`src/rtl/encoder_pkg.sv`:
```
// encoder_pkg: FSM state type, button code constants and encode helpers for encoder_4_2.
// With ENCODER_DEBOUNCE_EN defined the state type carries all four debounce states.
// Without it, only IDLE and PRESSED exist.
package encoder_pkg;
`ifdef ENCODER_DEBOUNCE_EN
    typedef enum logic [1:0] {IDLE, DEBOUNCE, PRESSED, RELEASE} state_t;
`else
    typedef enum logic {IDLE, PRESSED} state_t;
`endif
    localparam logic [1:0] CODE_B3 = 2'd0;
    localparam logic [1:0] CODE_B2 = 2'd1;
    localparam logic [1:0] CODE_B1 = 2'd2;
    localparam logic [1:0] CODE_B0 = 2'd3;
    // btn[3] wins when several lines are set
    function automatic logic [1:0] enc_code(input logic [3:0] b);
        return b[3] ? CODE_B3 : b[2] ? CODE_B2 : b[1] ? CODE_B1 : CODE_B0;
    endfunction
    // clearing the lowest set bit leaves something only if two or more were set
    function automatic logic is_multi(input logic [3:0] b);
        return (b & (b - 4'd1)) != 4'd0;
    endfunction
endpackage

```
`src/rtl/sync_2ff.sv`:
```
// sync_2ff: 1-bit two-flop synchronizer with async active-low reset.
//   clk   : destination clock
//   rst_n : async active-low reset, clears both flops
//   d_i   : asynchronous input
//   q_o   : synchronized output, two clk edges after d_i
module sync_2ff (
    input  logic clk,
    input  logic rst_n,
    input  logic d_i,
    output logic q_o
);
    logic meta_q, sync_q;
    always_ff @(posedge clk or negedge rst_n) begin
        if (!rst_n) begin
            meta_q <= 1'b0;
            sync_q <= 1'b0;
        end else begin
            meta_q <= d_i;
            sync_q <= meta_q;
        end
    end
    assign q_o = sync_q;
endmodule

```
`src/rtl/encoder_4_2.sv`:
```
// encoder_4_2: debounced 4-to-2 priority button encoder with press strobe.
//   clk       : single clock, all state changes on its rising edge
//   rst_n     : async active-low reset
//   btn[3:0]  : asynchronous active-high button lines
//   code[1:0] : index of the accepted button (btn[3]->0 .. btn[0]->3)
//   valid     : high while an accepted press is held
//   press_stb : one-cycle pulse per accepted press
//   multi     : more than one line was set when the press was accepted
// ENCODER_DEBOUNCE_EN enables the DEBOUNCE_CYCLES counter with its DEBOUNCE and RELEASE states.
// Without it, presses are accepted and released on the first synchronized sample.
module encoder_4_2
    import encoder_pkg::*;
#(
    parameter int DEBOUNCE_CYCLES = 16
) (
    input  logic       clk,
    input  logic       rst_n,
    input  logic [3:0] btn,
    output logic [1:0] code,
    output logic       valid,
    output logic       press_stb,
    output logic       multi
);
    if (DEBOUNCE_CYCLES < 2 || DEBOUNCE_CYCLES > 65535) begin : g_bad_param
        $error("encoder_4_2: DEBOUNCE_CYCLES out of range 2..65535");
    end

    logic [3:0] sample;
    for (genvar i = 0; i < 4; i++) begin : g_sync
        sync_2ff u_sync (.clk(clk), .rst_n(rst_n), .d_i(btn[i]), .q_o(sample[i]));
    end

    state_t     state_q;
    logic [1:0] code_q;
    logic       valid_q, stb_q, multi_q;

`ifdef ENCODER_DEBOUNCE_EN
    localparam int CW = $clog2(DEBOUNCE_CYCLES);
    localparam logic [CW-1:0] LAST = CW'(DEBOUNCE_CYCLES - 1);
    logic [3:0]    cap_q;
    logic [CW-1:0] cnt_q;
    // counter only advances while below LAST, so it never wraps
    always_ff @(posedge clk or negedge rst_n) begin
        if (!rst_n) begin
            state_q <= IDLE;
            cap_q   <= '0;
            cnt_q   <= '0;
            code_q  <= '0;
            valid_q <= 1'b0;
            stb_q   <= 1'b0;
            multi_q <= 1'b0;
        end else begin
            stb_q <= 1'b0;
            case (state_q)
                IDLE: if (sample != 4'd0) begin
                    state_q <= DEBOUNCE;
                    cap_q   <= sample;
                    cnt_q   <= '0;
                end
                DEBOUNCE: if (sample == 4'd0) begin
                    state_q <= IDLE;
                end else if (sample != cap_q) begin
                    cap_q <= sample;
                    cnt_q <= '0;
                end else if (cnt_q == LAST) begin
                    state_q <= PRESSED;
                    code_q  <= enc_code(cap_q);
                    valid_q <= 1'b1;
                    stb_q   <= 1'b1;
                    multi_q <= is_multi(cap_q);
                end else begin
                    cnt_q <= cnt_q + 1'b1;
                end
                // a changed nonzero pattern while pressed is deliberately ignored
                PRESSED: if (sample == 4'd0) begin
                    state_q <= RELEASE;
                    cnt_q   <= '0;
                end
                RELEASE: if (sample != 4'd0) begin
                    state_q <= PRESSED;
                end else if (cnt_q == LAST) begin
                    state_q <= IDLE;
                    valid_q <= 1'b0;
                end else begin
                    cnt_q <= cnt_q + 1'b1;
                end
                default: state_q <= IDLE;
            endcase
        end
    end
`else
    always_ff @(posedge clk or negedge rst_n) begin
        if (!rst_n) begin
            state_q <= IDLE;
            code_q  <= '0;
            valid_q <= 1'b0;
            stb_q   <= 1'b0;
            multi_q <= 1'b0;
        end else begin
            stb_q <= 1'b0;
            case (state_q)
                IDLE: if (sample != 4'd0) begin
                    state_q <= PRESSED;
                    code_q  <= enc_code(sample);
                    valid_q <= 1'b1;
                    stb_q   <= 1'b1;
                    multi_q <= is_multi(sample);
                end
                PRESSED: if (sample == 4'd0) begin
                    state_q <= IDLE;
                    valid_q <= 1'b0;
                end
                default: state_q <= IDLE;
            endcase
        end
    end
`endif

    assign code      = code_q;
    assign valid     = valid_q;
    assign press_stb = stb_q;
    assign multi     = multi_q;
endmodule
```
`config.mk`:
```
export PLATFORM = sky130hd
export DESIGN_NAME = encoder_4_2
export DESIGN_NICKNAME = d
export VERILOG_FILES = /design/src/rtl/encoder_pkg.sv /design/src/rtl/sync_2ff.sv /design/src/rtl/encoder_4_2.sv
export SDC_FILE = /design/constraint.sdc
export NUM_CORES = 1
export LEC_CHECK = 0
export ABC_AREA = 0
export CAP_MARGIN = 40
export CORE_AREA = 2 2 39 41
export DETAILED_ROUTE_END_ITERATION = 12
export DIE_AREA = 0 0 41 43
export GPL_ROUTABILITY_DRIVEN = 0
export PLACE_DENSITY = 0.68
export SYNTH_ARGS = -nofsm -noshare
export SYNTH_HDL_FRONTEND = slang
export SYNTH_SLANG_ARGS = --single-unit
export TNS_END_PERCENT = 30
```
`constraint.sdc`:
```
create_clock -name clk -period 3.1 [get_ports clk]
set_input_delay 0.465 -clock clk [delete_from_list [all_inputs] [get_ports clk]]
set_output_delay 0.465 -clock clk [all_outputs]
set_load 0.02 [all_outputs]
```
* After elaboration in Yosys (flattened, before gate mapping) *
Cells that the tools add are included.

word-level totals
  register bits = 14
  bits of input ports = 6
  output and inout port bits = 5
  logic and storage cells = 33

operators by class
  $add $sub $neg = 1
  equality and inequality tests = 2
  muxes and demuxes = 10
  bitwise logic cells = 2
  reductions and logical operators = 5

operator list
  cell                 count
  $reduce_bool 4->1    2
  $mux 1               6
  $and 4x4->4          1
  $logic_not 4->1      1
  $mux 2               2
  $pmux 1 s2           2
  $reduce_and 2->1     2
  $sub 4x1->4 const B  1
  $ne 2x1->1 const B   1
  $ne 2x2->1 const B   1
  $not 1->1            1

* Depth between registers and ports, before layout *
  word-level depth = 3
  mapped depth = 4
  gate-level depth less buffers = 4

* Modules after synthesis *
From an unflattened synthesis, not the netlist that was laid out.

unflattened totals
  cells, all modules = 32
  area, all modules = 471.7 µm²

by module, submodules not included
  module       instances  cells each  area each (µm²)  sequential area each (µm²)
  encoder_4_2  1          24          271.5            150.1
  sync_2ff     4          2           50.0             50.0

* Worst setup path before layout *
No wires, ideal clock.

  path kind = register -> register
  from = register g_sync[2].u_sync.sync_q
  to = register state_q
  setup time = 0.127 ns
  data arrival time = 1.447 ns
  data required time = 2.973 ns
  slack = 1.525 ns
  stages on the path, launching flop included = 4
  buffers on the path = 0
  clock period less this slack = 1.575 ns
  path through = dfrtp_1 or4_1 ha_1 or2_2

between the ends
  cells in the longest elaborated chain, start to end = 3
  elaborated cells on any way between the ends = 5
  those cells by class = mux (3); reduce/logical (2)

ends and longest elaborated chain
  what                                                         RTL line                                source
  from (decl)                                                  sync_2ff.sv:12                          logic meta_q, sync_q;
  from (signal assigned)                                       sync_2ff.sv:19                          sync_q <= meta_q;
  $logic_not 4->1 / $reduce_bool 4->1 (equally long branches)  encoder_4_2.sv:109, encoder_4_2.sv:102
  $mux 1, on equally long branches                             encoder_4_2.sv:109, encoder_4_2.sv:102
  $pmux 1 s2 (*)                                               encoder_4_2.sv:101                      case (state_q)
  to (signal assigned)                                         encoder_4_2.sv:103                      state_q <= PRESSED;
  to (signal assigned)                                         encoder_4_2.sv:110                      state_q <= IDLE;
  to (signal assigned)                                         encoder_4_2.sv:113                      default: state_q <= IDLE;
  to (decl)                                                    encoder_4_2.sv:33                       state_t state_q;

Every way passes the cells marked *; elsewhere a longest branch is shown, timed or not.
A chain may end at the register's enable or synchronous reset.

* Worst setup path after layout *
  from = register code_q[0] (netlist: code[0])
  to = output port code[0]

RTL lines
  what                    RTL line            source
  from (decl)             encoder_4_2.sv:34   logic [1:0] code_q;
  from (signal assigned)  encoder_4_2.sv:104  code_q <= enc_code(sample);
  to (decl)               encoder_4_2.sv:19   output logic [1:0] code,

No word-level cell between the ends.

==> impl_metrics.yaml <==
global_route:
  globalRouteOverflowTotal: 0
  grt_pass1_vias: 270
  antenna_found_initial: 0
  track_usage_pct: 10.2
  grt_pass1_wl_um: 1100
  grt_max_degree: 15
clocking:
  h-tree-depth: 1
  cts_tree: "yes"
  clk_latency_ns: 0.27
  cts_setup_buffers: 0
  cts_buffers: 3
  clockBufferDepth: 2
  cts_sinks: 14
  hold_buffers: 0
  cts_root_buffer: "clkbuf_4"
  clk_pin_slew_ns: 0.08
  cts_resized: 0
worst_hold_path:
  hold_path_class: "flop to flop"
timing:
  fin_worst_skew_ns: 0.000781
  fmax_ghz: 0.593
  grt_setup_unrepaired: "no"
  finalHoldViolCount: 0
  min_period_ns: 1.69
  setup_tns_ns: 0
  relSlewSlack_pct: 58.9
  fin_crit_sh_pct: 54.4
  drv_slew: 0
  tightest_slew_ns: 0.615
  hold_ws_ns: 0.354
  setup_viol: 0
layout:
  final_common_cell: "dfrtp_1"
  final_core_util_pct: 45.6
  nFillCells: 138
  final_nets: 55
  syn_to_final_growth_pct: 33.0
  fin_cells: 62
  drive_gt1_share_pct: 13.0
  antenna_cells: 0
  final_cell_mix: "dfrtp_1 (14), clkdlybuf4s50_1 (10), inv_1 (3), o31ai_1 (3), clkbuf_4 (3)"
placed_design:
  post-dp-hpwl_um: 507
  port_buffers: 10
  dp.cells: 58
setup_path:
  worst-path-buf-inv: 1
  cp_slowest_cell: "clkdlybuf4s50_1"
  worst-endpoint-arrival_ns: 1.22
  crit_fanout: 2
  critPathTopFamily: "buffers and inverters"
  crit_chain: "clkdlybuf4s50_1"
  end_kind: "output port"
  cp_slowest_stage_delay_ns: 0.60
  path_class: "flop to output port"
  cp.required_ns: 2.63
  start_kind: "flop"
synthesis:
  syn_nets: 40
  yosys.area_share.xor_xnor_pct: 0
  synth_adder_area_share_pct: 5.28
  syn_area_sq_um: 474
  synth-seq-area-share_pct: 73.9
  synth_top_family_by_area: "compound AO/OA/AOI/OAI gates"
  yosys.area_share.simple_pct: 9.23
  synth_compound_gate_area_share_pct: 9.23
  synthMuxAreaShare_pct: 0
  ys_ff_latch: 14
  syn_avg_cell_area_sq_um: 14.8
  synth_cell_type_count: 13
  yosys_warnings: 0
  netlist_instances: 32
floorplan:
  core_sq_um: 1380
  start_util_pct: 34.3
  rows: 14
  die_w_um: 41
  io_pins: 11
  die_y_um: 43
  die_area_sq_um: 1760
drt:
  wirelength_um: 657
  drt_iter0_markers: 2
  via_per_inst: 4.45
  drtAntennaViolNets: 0
  num_vias: 276
  post-route-drc-count: 0
  wl_per_cell_um: 10.6
  drtPass1Iterations: 2
run_status:
  status: "completed"
power_and_ir_drop:
  leakage_nw: 0.278
  vdd_ir_drop_max_mv: 0.357
  power-per-cell-area_nw_per_um2: 832
flow_run:
  max-cap-violations: 0
==> metal layers <==
layer	track usage [%]	vias up	part of all wire (%)
met5	0	-	0
met3	4.71	0	6.8
met1	12.0	128	45
met4	8.00	0	0
li1	-	138	-
met2	13.8	10	48
==> metrics by stage <==
stage / area (sq um) / setup slack (ns) / power (mW)
after global placement: 594 / 1.49 / 0.399
after CTS: 631 / 1.39 / 0.533
final: 631 / 1.41 / 0.525
after detailed placement: 594 / 1.42 / 0.404
after floorplan: 474 / 1.53 / 0.328
after global routing: 631 / 1.34 / 0.564
==> sequential cells by signal, summed over array words and instances, names as in the netlist <==
signal / flops
valid: 1
g_sync.u_sync.meta_q: 4
state_q: 1
g_sync.u_sync.q_o: 4
code: 2
multi: 1
press_stb: 1
==> cells by family after synthesis <==
family	after synthesis
AND/OR/NAND/NOR	7
AO/OA/AOI/OAI	6
adder cells (fa/ha/maj)	2
flip-flops	14
buffers and inverters	3
==> worst paths after layout <==
check                                                  start                                 to  slack [ns]  cells past startpoint
max in group asynchronous                              rst_n                  state_q$_DFF_PN0_        2.13                      1
hold reg to reg            g_sync[1].u_sync.meta_q$_DFF_PN0_     g_sync[1].u_sync.q_o$_DFF_PN0_        0.35                      0
hold / removal             g_sync[1].u_sync.meta_q$_DFF_PN0_     g_sync[1].u_sync.q_o$_DFF_PN0_        0.35                      0
setup / recovery                         code[0]$_DFFE_PN0P_                            code[0]        1.41                      1
min in group asynchronous                              rst_n  g_sync[2].u_sync.meta_q$_DFF_PN0_        0.57                      1
setup reg to reg              g_sync[2].u_sync.q_o$_DFF_PN0_                  state_q$_DFF_PN0_        1.42                      3
==> synthesized netlist by cell type <==
library cell	instances	share of area, %
a211oi_1	1	1.6
and2b_2	1	1.8
nand2b_1	2	2.6
o21ai_0	1	1.1
o32ai_1	1	1.8
or4_1	1	1.6
o31ai_1	3	4.7
or2_2	1	1.3
inv_1	3	2.4
nor3_1	1	1.1
dfrtp_1	14	74
ha_1	2	5.3
nand2_1	1	0.79
==> cell type report <==
cell class	count	area [sq um]	area share, %
repair buffers	10	100	15.9
multi-input cells	15	113	17.9
inverters	3	11.3	1.79
clock buffers	4	36.3	5.75
flip-flops and latches	14	350	55.6
well taps	16	20.0	3.17
==> report_power, final <==
group          internal (mW)  switching [mW]
clock network         0.0713          0.0559
logic                 0.0801          0.0778
registers              0.220          0.0195
total                  0.371           0.153
Power figures use the tool's default switching activity.
